### src/rtl/serial_sub_pkg.sv
// Shared definitions for the bit-serial subtractor.
//
// Contents:
//   DefaultWidth - default operand/result width in bits
//   state_e      - controller states (idle, shifting, result held)
package serial_sub_pkg;

  localparam int unsigned DefaultWidth = 4;

  typedef enum logic [1:0] {
    StIdle  = 2'd0,
    StShift = 2'd1,
    StDone  = 2'd2
  } state_e;

endpackage

### src/rtl/fullsubtractor_1c.sv
// One-bit full subtractor, purely combinational.
//
// Ports:
//   a     - minuend bit
//   b     - subtrahend bit
//   b_in  - borrow from the next-lower bit
//   b_out - borrow into the next-higher bit
//   diff  - difference bit (a - b - b_in)
module fullsubtractor_1c (
  input  logic a,
  input  logic b,
  input  logic b_in,
  output logic b_out,
  output logic diff
);

  assign diff  = a ^ b ^ b_in;
  // Borrow when b exceeds a, or when they are equal and a borrow comes in.
  assign b_out = (~a & b) | (~(a ^ b) & b_in);

endmodule

### src/rtl/serial_subtractor.sv
// Bit-serial subtractor: computes DIFF = A - B - B_IN one bit per clock, LSB first,
// through a single full-subtractor stage, with valid/ready handshakes on both sides.
//
// Parameters:
//   WIDTH     - operand and result width in bits (2..16)
//
// Ports:
//   CLK       - clock, rising edge
//   RST       - synchronous active-high reset
//   IN_VALID  - operands presented
//   IN_READY  - block idle and able to accept operands
//   A, B      - minuend, subtrahend
//   B_IN      - borrow-in
//   OUT_VALID - result held on DIFF/B_OUT/OVF
//   OUT_READY - consumer accepts the result
//   DIFF      - difference, mod 2^WIDTH
//   B_OUT     - borrow-out (unsigned A < B + B_IN)
//   OVF       - signed-overflow flag
//
// Configuration:
//   SERIAL_SUB_OVF_EN - when defined, OVF is computed and registered with DIFF;
//                       otherwise OVF is tied to 0 and no overflow logic exists.
module serial_subtractor
  import serial_sub_pkg::*;
#(
  parameter int unsigned WIDTH = DefaultWidth
) (
  input  logic             CLK,
  input  logic             RST,
  input  logic             IN_VALID,
  output logic             IN_READY,
  input  logic [WIDTH-1:0] A,
  input  logic [WIDTH-1:0] B,
  input  logic             B_IN,
  output logic             OUT_VALID,
  input  logic             OUT_READY,
  output logic [WIDTH-1:0] DIFF,
  output logic             B_OUT,
  output logic             OVF
);

  localparam int unsigned CntW = $clog2(WIDTH) + 1;
  // Counter value once every bit has been processed; one more SHIFT edge then
  // commits the result and enters DONE.
  localparam logic [CntW-1:0] CntLast = CntW'(WIDTH);

  state_e           state_q, state_d;
  logic [CntW-1:0]  cnt_q, cnt_d;
  logic [WIDTH-1:0] a_q, a_d;
  logic [WIDTH-1:0] b_q, b_d;
  logic             borrow_q, borrow_d;
  logic [WIDTH-1:0] res_q, res_d;
  logic [WIDTH-1:0] diff_q, diff_d;
  logic             b_out_q, b_out_d;

  logic             fs_b_out;
  logic             fs_diff;

  fullsubtractor_1c u_fs (
    .a     (a_q[0]),
    .b     (b_q[0]),
    .b_in  (borrow_q),
    .b_out (fs_b_out),
    .diff  (fs_diff)
  );

`ifdef SERIAL_SUB_OVF_EN
  logic ovf_q, ovf_d;
`endif

  always_comb begin
    state_d  = state_q;
    cnt_d    = cnt_q;
    a_d      = a_q;
    b_d      = b_q;
    borrow_d = borrow_q;
    res_d    = res_q;
    diff_d   = diff_q;
    b_out_d  = b_out_q;
`ifdef SERIAL_SUB_OVF_EN
    ovf_d    = ovf_q;
`endif

    unique case (state_q)
      StIdle: begin
        if (IN_VALID) begin
          a_d      = A;
          b_d      = B;
          borrow_d = B_IN;
          cnt_d    = '0;
          res_d    = '0;
          state_d  = StShift;
        end
      end

      StShift: begin
        if (cnt_q != CntLast) begin
          // Operands rotate rather than shift so their MSBs are back in place
          // after WIDTH bits, where the overflow term needs them.
          a_d      = {a_q[0], a_q[WIDTH-1:1]};
          b_d      = {b_q[0], b_q[WIDTH-1:1]};
          borrow_d = fs_b_out;
          res_d    = {fs_diff, res_q[WIDTH-1:1]};
          cnt_d    = cnt_q + CntW'(1);
        end else begin
          diff_d  = res_q;
          b_out_d = borrow_q;
`ifdef SERIAL_SUB_OVF_EN
          ovf_d   = (a_q[WIDTH-1] != b_q[WIDTH-1]) && (res_q[WIDTH-1] != a_q[WIDTH-1]);
`endif
          state_d = StDone;
        end
      end

      StDone: begin
        if (OUT_READY) begin
          state_d = StIdle;
        end
      end

      default: begin
        state_d = StIdle;
      end
    endcase
  end

  always_ff @(posedge CLK) begin
    if (RST) begin
      state_q  <= StIdle;
      cnt_q    <= '0;
      a_q      <= '0;
      b_q      <= '0;
      borrow_q <= 1'b0;
      res_q    <= '0;
      diff_q   <= '0;
      b_out_q  <= 1'b0;
    end else begin
      state_q  <= state_d;
      cnt_q    <= cnt_d;
      a_q      <= a_d;
      b_q      <= b_d;
      borrow_q <= borrow_d;
      res_q    <= res_d;
      diff_q   <= diff_d;
      b_out_q  <= b_out_d;
    end
  end

`ifdef SERIAL_SUB_OVF_EN
  always_ff @(posedge CLK) begin
    if (RST) begin
      ovf_q <= 1'b0;
    end else begin
      ovf_q <= ovf_d;
    end
  end

  assign OVF = ovf_q;
`else
  assign OVF = 1'b0;
`endif

  assign IN_READY  = (state_q == StIdle);
  assign OUT_VALID = (state_q == StDone);
  assign DIFF      = diff_q;
  assign B_OUT     = b_out_q;

endmodule
### config.mk
export PLATFORM = sky130hd
export DESIGN_NAME = serial_subtractor
export DESIGN_NICKNAME = d
export VERILOG_FILES = /design/src/rtl/serial_sub_pkg.sv /design/src/rtl/fullsubtractor_1c.sv /design/src/rtl/serial_subtractor.sv
export SDC_FILE = /design/constraint.sdc
export NUM_CORES = 1
export LEC_CHECK = 0
export ABC_CLOCK_PERIOD_IN_PS = 1400
export CELL_PAD_IN_SITES_DETAIL_PLACEMENT = 0
export CELL_PAD_IN_SITES_GLOBAL_PLACEMENT = 1
export CORE_ASPECT_RATIO = 1.4
export CORE_MARGIN = 2
export CORE_UTILIZATION = 34
export CTS_CLUSTER_DIAMETER = 40
export DETAILED_ROUTE_END_ITERATION = 12
export PLACE_DENSITY = 0.81
export SYNTH_ARGS = -nofsm -noshare
export SYNTH_HDL_FRONTEND = slang
export SYNTH_HIERARCHICAL = 1
export SYNTH_SLANG_ARGS = --single-unit
### constraint.sdc
create_clock -name CLK -period 1.4 [get_ports CLK]
set_input_delay 0.28 -clock CLK [delete_from_list [all_inputs] [get_ports CLK]]
set_output_delay 0.28 -clock CLK [all_outputs]
set_load 0.02 [all_outputs]
==> metrics.md <==
| Metric | Value |
|---|---|
| Status | `complete, no violations` |
| Syn Inst Count | `104` |
| Pins Over Slew Limit | `0` |
| Slowest stage cell on the critical path | `or3_4` |
| Most numerous cell in the Yosys netlist | `dfxtp_1` |
| Fin worst setup slack | `0.0788 ns` |
| Worst Hold Class | `reg -> reg` |
| Internal power | `984 µW` |
| Sum of negative setup slack | `0 ns` |
| R2R setup slack | `0.08 ns` |
| Synth warn | `6` |
| Post-synth ARST share | `0` |
| Total gr overflow | `0` |
| Clk network pwr share | `0.317` |
| Final worst-path cycle share | `0.944` |
| Seq cells post-synth | `23` |
| First-pass GRT wire length | `3700 µm` |
| RSZ-0062 raised after global routing | `yes` |
| DIE AREA | `3520 µm²` |
| Starting Density | `0.361` |
| Clk slew on worst S/H paths | `0.08 ns` |
| Post-synth EDFFs | `0` |
| Clock sinks | `23` |
| Power per Cell Area | `920 nW/µm²` |
| Max-Cap Viols | `0` |
| Largest net degree at the start of global routing | `14` |
| Hold depth | `1` |
| Crit path cell chain | `inv_2, ha_4, and3_4, or3_4, o2bb2ai_1` |
| Power Total | `1.30 mW` |
| Layout Utilization | `0.491` |
| Crit end category | `flop` |
| ANT nets after route | `0` |
| DP HPWL | `1520 µm` |
| Via count | `848` |
| Tmin final | `1.32 ns` |
| Post-synthesis cell area | `1040 µm²` |
| Fmax | `0.757 GHz` |
| Switching power | `317 µW` |
| HP Start | `a_q[2]` |
| Startpoint types | `flop` |
| Initial antenna violation count | `0` |
| Hold Path Sink | `a_q[2]` |
| Final setup viols | `0` |
| Rows | `23` |
| Hold Violations, Final | `0` |
| Diode count | `0` |
| Synth Area per Inst | `10.0 µm²` |
| R2R depth | `5` |
| Share of cells above drive strength 1 | `0.233` |
| Skew-Pair Late Insertion Delay | `0.27 ns` |
| Worst r2r src | `cnt_q[0]` |
| Max clock buf depth | `2` |
| Drc violations | `0` |
| Crit path max fanout | `10` |
| Required @ worst endpoint | `1.60 ns` |
| Dpl cell area | `1350 µm²` |
| Port bufs | `19` |
| DP Worst Slack | `-0.222 ns` |
| Net count, final | `150` |
| Crit Path Class | `reg -> reg` |
| WP data arrival | `1.52 ns` |
| Syn Nets | `120` |
| Die width | `50.7 µm` |
| Hold_buf cts | `0` |
| Design area | `1410 µm²` |
| Netlist cell types | `27` |
| H-tree levels | `1` |
| Sw Share | `0.244` |
| Die height | `69.4 µm` |
| Num CTS Buffers | `3` |
| Combinational power share | `0.145` |
| Seq pwr share | `0.538` |
| Gpl congestion | `0.768` |
| Via count of the first global-routing pass | `811` |
| Num ports | `21` |
| Yosys top cell by area | `dfxtp_1` |
| 1st-pass router iterations | `4` |
| Total GRT Usage | `0.139` |
| Worst Clk Skew | `0.000735 ns` |
| Seq/Total Area, Yosys | `0.443` |
| Maximum VDD drop | `0.607 mV` |
| CTS Root Cell | `clkbuf_8` |
| R2R Path End | `b_q[3]` |
| LEAKAGE | `0.615 nW` |
| Largest stage delay on the critical path | `0.43 ns` |
| Vias per std cell | `4.99` |
| WL final | `2090 µm` |
| Dominant synthesized flop cell | `dfxtp_1` |
| First DRT Iteration DRCs | `18` |
| Ranking of synthesized cells by area | `dfxtp_1 44%, mux2i_1 13%, o2bb2ai_1 7.6%, a21oi_1 3.9%, nand4_1 3.6%` |
| Core area | `2880 µm²` |
| CTS tree | `done` |
| Top post-synthesis cells by count | `23 x dfxtp_1, 14 x mux2i_1, 9 x o2bb2ai_1` |
| Placed Cells | `166` |
| Area grow syn2layout | `36.0%` |
| Final hold slack | `0.476 ns` |
| Avg WL per Cell | `12.3 µm` |
| Finished Layout Cells | `170` |
| Synth top area share | `0.443` |
power groups by stage:
| stage | clock [mW] | combinational, mW | sequential (mW) |
|---|---|---|---|
| floorplan | 0 | 0.110 | 0.710 |
| global placement | 0 | 0.183 | 0.714 |
| detailed placement | 0 | 0.186 | 0.714 |
| CTS | 0.438 | 0.187 | 0.699 |
| global route | 0.464 | 0.211 | 0.704 |
| finish | 0.412 | 0.189 | 0.700 |
state kept, by name, summed over array words and instances (netlist names):
| name | cells |
|---|---|
| b_q | 4 |
| res_q | 4 |
| borrow_q | 1 |
| cnt_q | 3 |
| DIFF | 4 |
| B_OUT | 1 |
| state_q | 2 |
| a_q | 4 |
repair_timing:
action                     4_1_cts  5_1_grt
setup buffers                    0        0
resized for setup               11        3
gates cloned                     0        0
setup endpoints to repair       16       10
pin swaps                        0        1
critical path, delay by kind of cell (launching register included):
kind	cells	cell delay, ns
buf+inv	1	0.05
fa+ha+maj	1	0.15
simple gates	2	0.57
compound gates	1	0.15
flops	1	0.34
worst max path at each step:
stage | start | to | slack (ns) | depth (start not counted)
final | cnt_q[0] | b_q[3] | 0.08 | 5
after global routing | cnt_q[0] | a_q[3] | -0.01 | 5
after CTS | cnt_q[0] | a_q[1] | 0.01 | 6
after detailed placement | IN_VALID | a_q[1] | -0.22 | 4
after global placement | IN_VALID | a_q[0] | -0.16 | 4
after floorplan | cnt_q[0] | a_q[0] | -0.04 | 7
logic make-up after synthesis:
kind of cell / synth area share
buffers and inverters: 0.0770
other: 0.00361
and+or+nand+nor: 0.116
muxes: 0.135
AOI/OAI and AO/OA: 0.183
adders and majority gates: 0.0433
DFF: 0.443
per-layer routing:
layer | share of wire | vias up | GRT usage
li1 | - | 431 | -
met1 | 0.43 | 396 | 0.168
met2 | 0.51 | 16 | 0.221
met3 | 0.029 | 5 | 0.0259
met4 | 0.028 | 0 | 0.0901
met5 | 0 | - | 0
layout make-up:
cell class              instances  area, µm²
clock buffers                   3       41.3
repair buffers                 33        302
clock inverters                 1       5.00
fillers                       276       1460
well taps                      37       46.3
multi-input cells              67        533
inverters                       6       22.5
flip-flops and latches         23        464
cells in the final DEF (no fill, tap or decap), types with 2 or more instances in the layout:
cell type / count
dfxtp_1: 20
mux2i_1: 14
buf_4: 13
clkdlybuf4s50_1: 12
a21oi_1: 8
o2bb2ai_1: 8
nor2_1: 7
o21ai_0: 6
nand4_1: 6
dlygate4sd2_1: 6
inv_2: 3
clkbuf_8: 3
dfxtp_2: 3
inv_1: 3
nand2b_1: 2
Note: power is estimated with default switching activity, not from simulation.
